[src/rtl/hall_emulator_pkg.sv]
// Shared hall-sensor definitions: commutation sequence table,
// fault-mode encodings and index stepping helpers.
package hall_emulator_pkg;

    localparam int HALL_SEQ_LEN = 6;

    localparam logic [1:0] FM_NORMAL    = 2'b00;
    localparam logic [1:0] FM_FORCE_000 = 2'b01;
    localparam logic [1:0] FM_FORCE_111 = 2'b10;

    localparam logic [2:0] HALL_SEQ [HALL_SEQ_LEN] = '{
        3'b001, 3'b011, 3'b010, 3'b110, 3'b100, 3'b101
    };

    localparam logic [2:0] HALL_IDX_LAST = 3'(HALL_SEQ_LEN - 1);

    // Hall code for a sequence index; out-of-range indices map to entry 0.
    function automatic logic [2:0] hall_code(input logic [2:0] idx);
        logic [2:0] code;
        code = HALL_SEQ[0];
        for (int i = 0; i < HALL_SEQ_LEN; i++) begin
            if (idx == 3'(i)) begin
                code = HALL_SEQ[i];
            end
        end
        return code;
    endfunction

    // Neighbouring sequence index, forward or backward, modulo the length.
    function automatic logic [2:0] hall_idx_next(
        input logic [2:0] idx,
        input logic       rev
    );
        logic [2:0] nxt;
        if (rev) begin
            nxt = (idx == 3'd0) ? HALL_IDX_LAST : idx - 3'd1;
        end else begin
            nxt = (idx >= HALL_IDX_LAST) ? 3'd0 : idx + 3'd1;
        end
        return nxt;
    endfunction

endpackage

[src/rtl/hall_emulator_phase_activity_monitor.sv]
// Gate-drive front end: synchronizes H/L drives, flags a clean
// single-pair drive and any same-phase H+L overlap.
module phase_activity_monitor
    import hall_emulator_pkg::*;
(
    input  logic       clk,
    input  logic       rst_n,
    input  logic [2:0] phase_h_i,
    input  logic [2:0] phase_l_i,
    output logic       valid_drive,
    output logic       shoot_pulse
);

    logic [2:0] h_s1_q, h_s1_d;
    logic [2:0] h_s2_q, h_s2_d;
    logic [2:0] l_s1_q, l_s1_d;
    logic [2:0] l_s2_q, l_s2_d;

    // Two-stage synchronizer next state.
    always_comb begin
        h_s1_d = phase_h_i;
        h_s2_d = h_s1_q;
        l_s1_d = phase_l_i;
        l_s2_d = l_s1_q;
    end

    // Synchronizer flops.
    always_ff @(posedge clk or negedge rst_n) begin
        if (!rst_n) begin
            h_s1_q <= '0;
            h_s2_q <= '0;
            l_s1_q <= '0;
            l_s2_q <= '0;
        end else begin
            h_s1_q <= h_s1_d;
            h_s2_q <= h_s2_d;
            l_s1_q <= l_s1_d;
            l_s2_q <= l_s2_d;
        end
    end

    // One high side and one low side on different phases energizes a pair.
    always_comb begin
        valid_drive = $onehot(h_s2_q) && $onehot(l_s2_q)
                   && ((h_s2_q & l_s2_q) == 3'b000);
        shoot_pulse = |(h_s2_q & l_s2_q);
    end

endmodule

[src/rtl/hall_emulator.sv]
// Synthetic BLDC motor: steps the hall code while the driver energizes
// a valid phase pair, and injects hall fault codes on request.
module hall_emulator
    import hall_emulator_pkg::*;
#(
    parameter int STEP_PERIOD_WIDTH = 16,
    parameter int STEP_CNT_WIDTH    = 16,
    parameter bit REVERSE           = 1'b0
) (
    input  logic                         clk,
    input  logic                         rst_n,
    input  logic                         en,
    input  logic [2:0]                   phaseH,
    input  logic [2:0]                   phaseL,
    input  logic [STEP_PERIOD_WIDTH-1:0] step_period,
    input  logic [1:0]                   fault_mode,
    output logic [2:0]                   hall,
    output logic [STEP_CNT_WIDTH-1:0]    step_cnt,
    output logic                         shoot_through
);

    logic valid_drive;
    logic shoot_pulse;

    phase_activity_monitor u_mon (
        .clk         (clk),
        .rst_n       (rst_n),
        .phase_h_i   (phaseH),
        .phase_l_i   (phaseL),
        .valid_drive (valid_drive),
        .shoot_pulse (shoot_pulse)
    );

    logic [STEP_PERIOD_WIDTH-1:0] timer_q, timer_d;
    logic                         active_q, active_d;
    logic [2:0]                   idx_q, idx_d;
    logic                         step_q, step_d;
    logic [STEP_CNT_WIDTH-1:0]    step_cnt_q, step_cnt_d;
    logic                         shoot_q, shoot_d;
    logic [2:0]                   hall_q, hall_d;

    logic running;
    logic terminal;

    // Step timer, activity tracking and position advance.
    always_comb begin
        running  = en && (step_period != '0);
        terminal = running && (timer_q >= step_period - 1'b1);
        step_d   = terminal && (active_q || valid_drive);

        timer_d  = '0;
        active_d = 1'b0;
        idx_d    = idx_q;
        if (en) begin
            if (running && !terminal) begin
                timer_d = timer_q + 1'b1;
            end
            if (!terminal) begin
                active_d = active_q || valid_drive;
            end
            if (step_d) begin
                idx_d = hall_idx_next(idx_q, REVERSE);
            end
        end
    end

    // Counter, sticky shoot-through flag and hall output mux.
    always_comb begin
        step_cnt_d = step_cnt_q + STEP_CNT_WIDTH'(step_q);
        shoot_d    = en && (shoot_q || shoot_pulse);
        if (fault_mode == FM_FORCE_000) begin
            hall_d = 3'b000;
        end else if (fault_mode == FM_FORCE_111) begin
            hall_d = 3'b111;
        end else begin
            hall_d = hall_code(idx_q);
        end
    end

    // State registers.
    always_ff @(posedge clk or negedge rst_n) begin
        if (!rst_n) begin
            timer_q    <= '0;
            active_q   <= 1'b0;
            idx_q      <= 3'd0;
            step_q     <= 1'b0;
            step_cnt_q <= '0;
            shoot_q    <= 1'b0;
            hall_q     <= HALL_SEQ[0];
        end else begin
            timer_q    <= timer_d;
            active_q   <= active_d;
            idx_q      <= idx_d;
            step_q     <= step_d;
            step_cnt_q <= step_cnt_d;
            shoot_q    <= shoot_d;
            hall_q     <= hall_d;
        end
    end

    assign hall          = hall_q;
    assign step_cnt      = step_cnt_q;
    assign shoot_through = shoot_q;

endmodule

[config.mk]
export PLATFORM = sky130hd
export DESIGN_NAME = hall_emulator
export DESIGN_NICKNAME = d
export VERILOG_FILES = /design/src/rtl/hall_emulator_pkg.sv /design/src/rtl/hall_emulator_phase_activity_monitor.sv /design/src/rtl/hall_emulator.sv
export SDC_FILE = /design/constraint.sdc
export NUM_CORES = 1
export LEC_CHECK = 0
export CAP_MARGIN = 20
export CORE_MARGIN = 5
export CORE_UTILIZATION = 57
export DETAILED_ROUTE_END_ITERATION = 6
export PLACE_DENSITY_LB_ADDON = 0.12
export SLEW_MARGIN = 20
export SYNTH_ARGS = -nofsm -noshare
export SYNTH_HDL_FRONTEND = slang
export SYNTH_HIERARCHICAL = 1
export SYNTH_SLANG_ARGS = --single-unit
[constraint.sdc]
create_clock -name clk -period 5.68 [get_ports clk]
set_input_delay 1.136 -clock clk [delete_from_list [all_inputs] [get_ports clk]]
set_output_delay 1.136 -clock clk [all_outputs]
set_load 0.02 [all_outputs]
### Yosys cells after proc, flatten, opt, wreduce, memory -nomap -nowiden

Index checks and enable logic that the tools add are counted.

| operators by class | value |
|---|---|
| $add $sub $neg | 8 |
| magnitude comparators | 2 |
| equal/unequal tests | 9 |
| mux-type cells | 12 |
| bitwise logic cells | 1 |
| reduce and logical (&&, ||, !) cells | 14 |

Operators with widths:

| operator | count |
|---|---|
| 2-to-1 mux 16 bit | 2 |
| 2-to-1 mux 3 bit | 7 |
| adder 16 x 1 -> 16 bit | 1 |
| adder 16 x 1 -> 16 bit, second input constant | 1 |
| greater-or-equal comparator 16 bit | 1 |
| nonzero test 16 bit | 1 |
| subtractor 16 x 1 -> 16 bit, second input constant | 1 |
| logical AND 1 bit | 7 |
| equality test 2 x 1 -> 1 bit, second input constant | 3 |
| equality test 3 x 2 -> 1 bit, second input constant | 2 |
| equality test 3 bit, second input constant | 2 |
| adder 1 x 1 -> 2 bit | 2 |
| adder 2 x 1 -> 2 bit | 2 |
| adder 3 x 1 -> 3 bit, second input constant | 1 |
| AND 3 bit | 1 |
| equality test 3 x 1 -> 1 bit, second input constant | 1 |
| greater-or-equal comparator 3 bit, second input constant | 1 |
| logical NOT 3 bit | 1 |
| OR reduction 3 bit | 1 |
| equality test 2 bit, second input constant | 1 |
| logical OR 1 bit | 2 |
| 2-to-1 mux 1 bit | 2 |
| 2-to-1 mux 2 bit | 1 |
| AND reduction 2 bit | 1 |
| logical NOT 1 bit | 1 |

| storage, ports and cells | value |
|---|---|
| register bits after elaboration | 53 |
| input bits | 27 |
| output and inout port bits | 20 |
| word-level logic and storage cells | 57 |

### Depth between registers and ports, before layout

Gate-level depths: netlist of the first run.

| depth | value |
|---|---|
| word-level depth | 8 |
| depth in mapped cells | 15 |
| gate-level depth less buffers | 13 |

### Hierarchy

Netlist of the first run, hierarchy kept.

Modules (own cells, without submodules):

| module | instances | cells an instance | area each (um2) | seq. area each (um2) |
|---|---|---|---|---|
| hall_emulator | 1 | 249 | 2,486.1 | 1,027.2 |
| phase_activity_monitor | 1 | 24 | 392.9 | 300.3 |

### Worst setup path before layout of the first run

No wires, ideal clock.

| timing | value |
|---|---|
| kind | in2reg |
| start | in step_period[6] |
| end | reg idx_q[0] |
| library setup time | 0.125 ns |
| arrival | 3.721 ns |
| data required time | 5.555 ns |
| path slack | 1.834 ns |
| cell stages on the path | 11 |
| path buffers | 0 |
| cell sequence | or4_4 > or4_4 > nor3_1 > xnor2_1 > ha_1 > nand4_1 > nor4_1 > o31ai_1 > nand4_1 > nand2_2 > mux2_4 |

| on the way | value |
|---|---|
| word-level cells in the longest chain between the ends | 5 |
| elaborated cells on any way between the ends | 7 |
| classes of those cells | add/sub: 1; order compare: 1; reduce/logical: 5 |

RTL lines:

| item | line | source |
|---|---|---|
| start: declaration | hall_emulator.sv:15 | `input logic [STEP_PERIOD_WIDTH-1:0] step_period,` |
| subtractor 16 x 1 -> 16 bit or nonzero test 16 bit (tied branches) | hall_emulator.sv:48, hall_emulator.sv:47 |  |
| greater-or-equal comparator 16 bit or logical AND 1 bit (tied branches) | hall_emulator.sv:48, hall_emulator.sv:47 |  |
| logical AND 1 bit (*) | hall_emulator.sv:48 | `terminal = running && (timer_q >= step_period - 1'b1);` |
| logical AND 1 bit (*) | hall_emulator.sv:49 | `step_d = terminal && (active_q \|\| valid_drive);` |
| AND reduction 2 bit (no source line) (*) | n/a |  |
| end signal: assignment | hall_emulator.sv:93 | `idx_q <= idx_d;` |
| end: declaration | hall_emulator.sv:36 | `logic [2:0] idx_q, idx_d;` |

Every way passes the cells marked *; elsewhere a longest branch is shown, timed or not.
A chain may end at the register's enable or synchronous reset.

### Worst setup path after layout of the first run

| timing | value |
|---|---|
| start | in step_period[6] |
| end | reg timer_q[14] |

| on the way | value |
|---|---|
| word-level cells in the longest chain between the ends | 7 |
| elaborated cells on any way between the ends | 9 |
| classes of those cells | add/sub: 1; order compare: 1; mux: 2; reduce/logical: 5 |

RTL lines:

| item | line | source |
|---|---|---|
| subtractor 16 x 1 -> 16 bit or nonzero test 16 bit (tied branches) | hall_emulator.sv:48, hall_emulator.sv:47 |  |
| greater-or-equal comparator 16 bit or logical AND 1 bit (tied branches) | hall_emulator.sv:48, hall_emulator.sv:47 |  |
| logical AND 1 bit | hall_emulator.sv:48 |  |
| logical NOT 1 bit | n/a |  |
| logical AND 1 bit (*) | hall_emulator.sv:55 | `if (running && !terminal) begin` |
| 2-to-1 mux 16 bit (*) | hall_emulator.sv:55 |  |
| 2-to-1 mux 16 bit (*) | hall_emulator.sv:54 | `if (en) begin` |
| named net timer_d[14] | hall_emulator.sv:34 | `logic [STEP_PERIOD_WIDTH-1:0] timer_q, timer_d;` |
| end signal: assignment | hall_emulator.sv:91 | `timer_q <= timer_d;` |
| end: declaration | hall_emulator.sv:34 |  |

Mark *: on every way through the listed nets, which the timed path passes. The rest lies on a longest branch.

==> results by group, run 1 <==
Power
  • Power share of the clock group: 0.350
  • Sequential share of power: 0.536
  • Pwr Density: between 200 and 250 mW/mm^2
  • Internal power: around 0.57 mW
  • IR Drop Worst-Case VDD: around 160 uV
  • Sw frac: 0.219
  • Lkg Pwr: around 1.6 nW
  • Sw power: ~0.16 mW
  • Overall Power: approximately 0.73 mW
  • Combinational power share: 0.114

STA
  • Final min period: 4.43 ns
  • RSZ-0062 raised after global routing: no
  • Setup Skew: approximately 0.0079 ns
  • Max-slew violations: 0
  • Final period util: 0.780
  • Max Clk Rate: between 200 and 250 MHz
  • Max_slew headroom: 0.579
  • Setup TNS: 0 ns
  • Setup Viol. Count Final: 0
  • Final hold violations: 0
  • Measured slew at the worst slew-check pin: about 0.63 ns

Yosys
  • Largest area contributor in the netlist: dfrtp_1
  • Area contributors post-synth: dfrtp_1, ha_1, xnor2_1
  • Xor/xnor cell area share of the yosys netlist: 0.125
  • Largest family of logic cells by synthesized area: simple AND/OR/NAND/NOR gates
  • Ys async rst share: 1.00
  • Yosys reg bits: 53
  • Synth cell count leaders: dfrtp_1, nor2_1, xnor2_1, ha_1, inv_1
  • Post-synthesis compound-gate area fraction: 0.0595
  • Post-synth top flop: dfrtp_1
  • Syn_nets: ~330
  • Synthesized area per cell: approximately 11 sq um
  • EDFF count, synth: 0
  • Post-Synth Adder-Cell Area: 0.123
  • Library cells used by synthesis: 38
  • Post-synthesis cell count: around 270
  • Synth warnings: 6
  • Post-synth design cell area: between 0.002 and 0.003 sq mm
  • Top-count cell post-synth: dfrtp_1
  • Mux contribution to synthesized area: 0.0139
  • Synth Area in Simple Gates: 0.187
  • Top-area cell type share of the netlist area: 0.452
  • Seq/Total Area, Yosys: 0.461

Layout
  • Fin area: around 0.0035 sq mm
  • P&R area growth vs syn: 22.1%
  • Layout cell share with drive strength beyond 1: 0.0552
  • Final net count: 379
  • # diodes: 0
  • Fillers: between 300 and 400

Die
  • Core Region: 0.00482 sq mm
  • # rows: 25
  • Io pins: 47
  • Starting Density: 0.598
  • Die area: ~0.0066 sq mm
  • Die outline width: about 81 um
  • Die height: between 80 and 90 um

Critical path
  • Worst path required time: a little under 6 ns
  • CP Max Fanout: 16
  • Top cell family by delay on the critical path: simple AND/OR/NAND/NOR gates
  • Slowest stage delay, CP: between 0.5 and 0.6 ns
  • Setup crit start kind: primary input
  • Critical Path Sink Type: flip-flop
  • Slowest CP cell: or4_4
  • Critical path data arrival time: ~4.6 ns
  • Worst path buffer plus inverter count: 1
  • CP Class: primary input to flip-flop
  • Crit-path cells: clkdlybuf4s50_1 > or4_4 > or4_4 > nor3_1 > xnor2_1 > ha_1 > nand4_1 > nor4_1 > o31ai_1 > nand4_1 > or2_1 > nor2_1

Place
  • Detail Placement HPWL: 3890 um
  • Placer Congestion: ~0.85
  • Count of input and output buffers: 46
  • Area of placed instances: ~0.0034 sq mm

Global routing
  • Vias in the first global route: 2,130
  • Grt ovf: 0
  • First-pass GRT wire length: between 9000 and 10,000 um
  • GR Util All Layers: 0.182
  • Largest net degree at the start of global routing: 54
  • Initial antenna violation count: 0

CTS
  • Clk_lat worst skew: roughly 0.3 ns
  • H-tree Lvls: 2
  • Inserted Clock Buffers: 5
  • Postcts setup bufs: 0
  • Clk root buf: clkbuf_8
  • Clock Tree Buf Depth: 2
  • Post-CTS Hold Buffers: 0
  • CTS tree: built
  • Worst-path clk slew: 0.09 ns
  • Clock sinks: between 50 and 60
  • Post-CTS sizing: 0

Routing
  • Vias: roughly 2.1k
  • Routed vias/inst: 5.30
  • ANT nets after route: 0
  • Final wirelength: ~5300 um
  • DR WL/cell: ~13 um
  • Router iterations before antenna repair: 4
  • DR iter-0 viols: between 100 and 150
  • Drc violations: 0

Worst hold path
  • Hold WC Path Type: flip-flop to flip-flop

Outcome
  • Status: finished clean

Run
  • MaxCap Viol Count: 0
path summary, 6_finish.rpt:
path / cells after the start / start / end / slack (ns)
worst max-delay path: 12 / step_period[6] / timer_q[14] / 1.25
worst min-delay path: 0 / u_mon/l_s1_q[2] / u_mon/l_s2_q[2] / 0.35
worst max register to register: 7 / timer_q[1] / timer_q[14] / 3.45
worst min register to register: 0 / u_mon/l_s1_q[2] / u_mon/l_s2_q[2] / 0.35
max in group asynchronous: 2 / rst_n / step_cnt[11] / 4.33
min in group asynchronous: 2 / rst_n / step_cnt[10] / 0.94
sequential cells by signal (all words and copies together) (netlist names):
register	cells
active_q	1
u_mon/l_s2_q	3
idx_q	3
u_mon/l_s1_q	3
step_q	1
u_mon/h_s2_q	3
hall	3
timer_q	16
u_mon/h_s1_q	3
step_cnt	16
shoot_through	1
layer usage:
metal  GRT usage  vias up  part of all wire
met2       0.290       45              0.44
li1            -     1036                 -
met5           0        -                 0
met3      0.0399        9             0.040
met4      0.0524        0             0.018
met1       0.250      991              0.50
cell type report:
| type | count | area [sq um] | share of cell area |
|---|---|---|---|
| clock buffer | 7 | 86.3 | 0.0246 |
| clock inverter | 1 | 30.0 | 0.00854 |
| inverter | 17 | 63.8 | 0.0181 |
| multi-input combinational | 201 | 1460 | 0.416 |
| sequential | 53 | 1330 | 0.378 |
| tap | 67 | 83.8 | 0.0238 |
| timing repair buffer | 47 | 463 | 0.132 |
metrics by stage:
| stage | std cells | hold WS [ns] | setup WS, ns | utilization |
|---|---|---|---|---|
| after floorplan | 273 | 0.331 | 1.83 | - |
| after global placement | 385 | 0.334 | 1.05 | 0.706 |
| after detailed placement | 385 | 0.335 | 0.952 | 0.706 |
| after CTS | 393 | 0.355 | 1.27 | 0.730 |
| after global routing | 393 | 0.359 | 0.924 | 0.730 |
| final | 393 | 0.353 | 1.25 | 0.730 |
power groups by stage:
stage	sequential, mW	combinational, mW	clock [mW]
floorplan	0.404	0.0380	0
global placement	0.401	0.0827	0
detailed placement	0.401	0.0847	0
CTS	0.394	0.0852	0.263
global route	0.396	0.0944	0.280
finish	0.394	0.0837	0.257
cells by family (layout without fill, tap and decap cells):
family / count (synthesis) / after routing
compound gates: 24 / 24
buf+inv: 19 / 72
flops: 53 / 53
fa+ha+maj: 27 / 27
xor+xnor: 41 / 41
simple gates: 106 / 106
mux: 3 / 3
placed cells by master, fill, tap and decap left out, drive strengths merged, types with 8 or more instances in the layout:
| master | instances |
|---|---|
| a21oi | 8 |
| clkdlybuf4s50 | 45 |
| dfrtp | 52 |
| ha | 25 |
| inv | 17 |
| nand2 | 15 |
| nand3 | 10 |
| nand4 | 12 |
| nor2 | 35 |
| xnor2 | 28 |
| xor2 | 13 |
Power figures use the tool's default switching activity.
==> run 2: changes to the inputs <==
Settings changed: CORE_UTILIZATION 57 to 48.
Clock period 5.68 ns to 3.6 ns, I/O delays scaled along.
==> results by group, run 2 (synthesis gave the netlist of run 1 again) <==
Outcome
  • Status: finished clean

Layout
  • Final core occ: 0.639 (-0.0913)
  • Reg area: 0.00133 sq mm (unchanged)
  • # diodes: 0 (unchanged)
  • Multi-input gate area: 0.00152 sq mm (+4.2%)
  • Commonest non-fill, non-tap cell in the layout: dfrtp_1
  • Fin area: 0.00376 sq mm (+6.9%)
  • Layout cell share with drive strength beyond 1: 0.165 (+0.110)
  • Fillers: 501 (+27%)
  • P&R area growth vs syn: 30.6%
  • Final non-filler cell total: 426 (+8.4%)
  • Commonest non-fill, non-tap cells in the layout: dfrtp_1, clkdlybuf4s50_1, nor2_1
  • Final net count: 404 (+6.6%)

Critical path
  • Setup crit start kind: primary input
  • CP Class: primary input to flip-flop
  • Worst Reg-to-Reg Cells: 8 (+1)
  • Critical Path Sink Type: flip-flop
  • Worst path required time: 3.79 ns (-2.05 ns)
  • Critical path data arrival time: 3.67 ns (-0.92 ns)
  • CP Max Fanout: 3 (-13)

Global routing
  • Initial antenna violation count: 0 (unchanged)
  • First-pass GRT wire length: 9800 um (+5.6%)
  • Vias in the first global route: 2,340 (+9.9%)
  • Grt ovf: 0 (unchanged)
  • Largest net degree at the start of global routing: 35 (-35%)
  • GR Util All Layers: 0.161 (-0.0204)

CTS
  • Worst-path clk slew: 0.10 ns (about the same)
  • Post-CTS Hold Buffers: 0 (unchanged)
  • Clk_lat worst skew: 0.30 ns (about the same)
  • H-tree Lvls: 2 (unchanged)
  • Clock sinks: 53 (unchanged)
  • Inserted Clock Buffers: 5 (unchanged)
  • Clk root buf: clkbuf_8
  • CTS tree: built
  • Clock Tree Buf Depth: 2 (unchanged)

Power
  • Pwr Density: 296 mW/mm^2 (+41%)
  • Lkg Pwr: 1.74 nW (+8.7%)
  • Overall Power: 1.11 mW (+51%)
  • IR Drop Worst-Case VDD: 273 uV (+74%)

Die
  • Die height: 87.4 um (+7.9%)
  • # rows: 28 (+12%)
  • Starting Density: 0.489 (-0.109)
  • Io pins: 47 (unchanged)
  • Die outline width: 87.4 um (+7.9%)
  • Die area: 0.00765 sq mm (+16%)
  • Core Region: 0.00589 sq mm (+22%)

STA
  • Final setup margin: 0.121 ns (-1.13 ns)
  • Setup TNS: 0 ns (unchanged)
  • Setup Skew: 0.00673 ns (-0.00112 ns)
  • Max Clk Rate: between 200 and 300 MHz
  • RSZ-0062 raised after global routing: no
  • Setup Viol. Count Final: 0 (unchanged)
  • Max-slew violations: 0 (unchanged)
  • Final hold slack: 0.359 ns (+0.00650 ns)
  • Max_slew headroom: 0.509 (-0.0705)
  • Final period util: 0.966
  • Final hold violations: 0 (unchanged)
  • Final min period: between 3 and 4 ns
  • Measured slew at the worst slew-check pin: 0.737 ns (+0.106 ns)

Run
  • MaxCap Viol Count: 0 (unchanged)

Worst hold path
  • Hold WC Path Type: flip-flop to flip-flop
  • WHS Path Cells: 0 (unchanged)

Place
  • Placed Cells: 416 (+8.1%)
  • Detail Placement HPWL: 4330 um (+11%)
  • Count of input and output buffers: 46 (unchanged)
  • Area of placed instances: 0.00358 sq mm (+5.4%)
  • DP Worst Slack: -0.404 ns (-1.36 ns)
  • Placer Congestion: 0.825 (-3.2%)

Routing
  • Vias: 2,156 (+3.6%)
  • Drc violations: 0 (unchanged)
  • ANT nets after route: 0 (unchanged)
  • Routed vias/inst: 5.06 (-4.4%)
  • Final wirelength: 5580 um (+5.8%)
  • DR WL/cell: 13.1 um (-2.4%)
  • DR iter-0 viols: 102 (-2.9%)
  • Router iterations before antenna repair: 6 (+2)
## run 2: cell types whose count changed in the layout (fill, tap and decap cells not counted), moves of 3 or more
cell	change
clkdlybuf4s50_1	-5
buf_4	+22
or2_4	+3
nor2_1	-4
buf_6	+3
nor3_1	-3
## run 2: cell type report
cell class                 instances  area share
multi-input combinational        201       0.405
sequential                        53       0.353
timing repair buffer              72       0.175
tap                               75      0.0250
clock buffer                       5      0.0183
inverter                          17      0.0170
clock inverter                     3     0.00666
## run 2: timing repair
action                     in CTS  in global routing
gates resized for setup        12                 18
setup endpoints to repair      19                 21
pin swaps                       6                 10
gates cloned                    0                  0
buffers inserted                1                  1
## run 2: final timing paths
| kind | startpoint | to | slack (ns) |
|---|---|---|---|
| max in group asynchronous | rst_n | timer_q[8] | 2.39 |
| worst max register to register | timer_q[1] | timer_q[14] | 1.42 |
| worst min register to register | u_mon/h_s1_q[2] | u_mon/h_s2_q[2] | 0.36 |
| min in group asynchronous | rst_n | u_mon/l_s1_q[1] | 0.46 |
| worst max-delay path | step_period[3] | idx_q[2] | 0.12 |
| worst min-delay path | u_mon/h_s1_q[2] | u_mon/h_s2_q[2] | 0.36 |
## run 2: critical path: stages
cell             delay, ns
clkdlybuf4s50_1       0.42
or2_4                 0.26
or4_4                 0.57
nor3_4                0.18
xnor2_1               0.09
ha_1                  0.27
nand4_1               0.12
nor4_1                0.33
o31ai_1               0.12
nand4_1               0.15
nand2_2               0.11
mux2_4                0.31
## run 2: power breakdown
| group | switching (mW) | internal [mW] |
|---|---|---|
| sequential | 0.00985 | 0.612 |
| clock | 0.198 | 0.142 |
| combinational | 0.0711 | 0.0789 |
## run 2: routing by layer
metal	global-route usage	vias up	part of all wire
met5	0	-	0
met4	0.0460	0	0.014
met3	0.0341	8	0.042
met2	0.281	44	0.48
met1	0.201	1018	0.46
li1	-	1086	-
==> run 3: changes to the inputs <==
Settings changed: HOLD_SLACK_MARGIN from default to 0.12, SETUP_SLACK_MARGIN from default to 0.15.
==> results by group, run 3 (synthesis gave the netlist of run 1 again) <==
Outcome
  • Status: finished clean

Critical path
  • Setup crit start kind: primary input
  • Critical path data arrival time: 3.58 ns (-0.09 ns)
  • Worst Reg-to-Reg Cells: 8 (unchanged)
  • Worst path required time: 3.79 ns (about the same)
  • Crit-path cells: buf_6 > or4_4 > or4_4 > nor3_4 > xnor2_1 > ha_1 > nand4_1 > nor4_1 > o31ai_1 > nand4_1 > nand2_2 > mux2_4
  • CP Class: primary input to flip-flop
  • Crit. Startpoint: step_period[9]
  • Critical Path Sink Type: flip-flop
  • Slowest stage delay, CP: 0.55 ns (-0.02 ns)
  • FF-to-FF Start: timer_q[1]
  • CP Max Fanout: 3 (unchanged)
  • Slowest CP cell: or4_4

Worst hold path
  • Hold_sp: u_mon/h_s1_q[2]
  • WHS Path Cells: 0 (unchanged)
  • Hold WC Path Type: flip-flop to flip-flop

Power
  • Pwr Density: 293 mW/mm^2 (-0.73%)
  • IR Drop Worst-Case VDD: 273 uV (about the same)
  • Overall Power: 1.12 mW (+0.36%)
  • Lkg Pwr: 1.77 nW (+1.9%)

Routing
  • Vias: 2,169 (+0.60%)
  • Router iterations before antenna repair: 4 (-2)
  • DR WL/cell: 13.2 um (+0.54%)
  • ANT nets after route: 0 (unchanged)
  • DR iter-0 viols: 97 (-4.9%)
  • Final wirelength: 5620 um (+0.77%)
  • Routed vias/inst: 5.08 (+0.37%)
  • Drc violations: 0 (unchanged)

STA
  • Final min period: 3.39 ns (-0.0917 ns)
  • Max Clk Rate: 295 MHz (+2.7%)
  • Final period util: 0.941 (-0.0255)
  • Final hold violations: 0 (unchanged)
  • Max_slew headroom: 0.509 (about the same)
  • Measured slew at the worst slew-check pin: 0.736 ns (-0.000282 ns)
  • Max-slew violations: 0 (unchanged)
  • Setup Viol. Count Final: 0 (unchanged)
  • Setup Skew: 0.00547 ns (-0.00127 ns)
  • Final hold slack: 0.358 ns (-0.00148 ns)
  • RSZ-0062 raised after global routing: yes

CTS
  • Worst-path clk slew: 0.10 ns (about the same)
  • Clk root buf: clkbuf_8
  • Post-CTS Hold Buffers: 0 (unchanged)
  • Clock Tree Buf Depth: 2 (unchanged)
  • CTS tree: built
  • H-tree Lvls: 2 (unchanged)
  • Clk_lat worst skew: 0.30 ns (about the same)
  • Inserted Clock Buffers: 5 (unchanged)
  • Clock sinks: 53 (unchanged)

Global routing
  • Initial antenna violation count: 0 (unchanged)
  • Vias in the first global route: 2,341 (+0.043%)
  • GR Util All Layers: 0.161 (-0.000199)
  • Grt ovf: 0 (unchanged)
  • First-pass GRT wire length: 9800 um (about the same)
  • Largest net degree at the start of global routing: 35 (unchanged)

Die
  • Die area: 0.00765 sq mm (unchanged)
  • Die outline width: 87.4 um (unchanged)
  • Io pins: 47 (unchanged)
  • Die height: 87.4 um (unchanged)
  • Core Region: 0.00589 sq mm (unchanged)
  • Starting Density: 0.489 (unchanged)
  • # rows: 28 (unchanged)

Place
  • Placer Congestion: 0.825 (unchanged)
  • Detail Placement HPWL: 4330 um (unchanged)
  • Count of input and output buffers: 46 (unchanged)
  • Area of placed instances: 0.00358 sq mm (unchanged)

Layout
  • P&R area growth vs syn: 32.0%
  • Commonest non-fill, non-tap cells in the layout: dfrtp_1, clkdlybuf4s50_1, xnor2_1
  • Commonest non-fill, non-tap cell in the layout: dfrtp_1
  • Layout cell share with drive strength beyond 1: 0.190 (+0.0251)
  • Final net count: 405 (+0.25%)
  • # diodes: 0 (unchanged)
  • Final core occ: 0.646 (+0.00702)
  • Fin area: 0.00380 sq mm (+1.1%)

Run
  • MaxCap Viol Count: 0 (unchanged)
[run 3: cell types whose count changed in the layout (fill, tap and decap cells not counted), sizes merged]
cell	before	now
clkdlybuf4s50	40	36
dlymetal6s2s	2	5
buf	27	29
clkbuf	7	8
clkdlybuf4s15	1	0
[run 3: critical path: cells and delay by family]
family,cells,cell delay [ns]
AOI/OAI and AO/OA,1,0.12
and+or+nand+nor,7,1.96
xor gates and xnor gates,1,0.09
muxes,1,0.31
buffers and inverters,1,0.09
adders and majority gates,1,0.27
[run 3: where the power goes]
group	leakage [nW]	switching (mW)	internal [mW]
clock	0.0452	0.200	0.142
combinational	1.03	0.0724	0.0797
sequential	0.694	0.00976	0.612
[run 3: final cells by class]
type	instances	area [sq um]
clock buffer	5	68.8
clock inverter	3	25.0
fill	502	2090
inverter	17	63.8
multi-input combinational	201	1550
sequential	53	1330
tap	75	93.8
timing repair buffer	73	672
[run 3: final timing paths]
path,end,slack (ns)
hold / removal,u_mon/h_s2_q[2],0.36
setup reg to reg,timer_q[10],1.44
hold reg to reg,u_mon/h_s2_q[2],0.36
setup / recovery,idx_q[2],0.21
min in group asynchronous,u_mon/l_s1_q[1],0.46
max in group asynchronous,timer_q[8],2.40
[run 3: repair_timing]
action                                  in CTS  in global routing
endpoints found under the setup margin      21                 21
pin swaps                                    6                 16
gates resized for setup                     17                 30
buffers inserted                             1                  2
[run 3: through the flow]
step           setup slack, ns  std cells  setup TNS, ns
3_5_place_dp            -0.404        416          -7.03
5_1_grt                 0.0970        427              0
4_1_cts                  0.135        425              0
2_1_floorplan            0.170        273              0
3_3_place_gp            -0.312        416          -5.55
6_report                 0.213        427              0
[run 3: metal layers]
| metal | part of all wire | GRT usage |
|---|---|---|
| met1 | 0.46 | 0.201 |
| met2 | 0.49 | 0.279 |
| met4 | 0.015 | 0.0460 |
| met3 | 0.042 | 0.0341 |
| met5 | 0 | 0 |
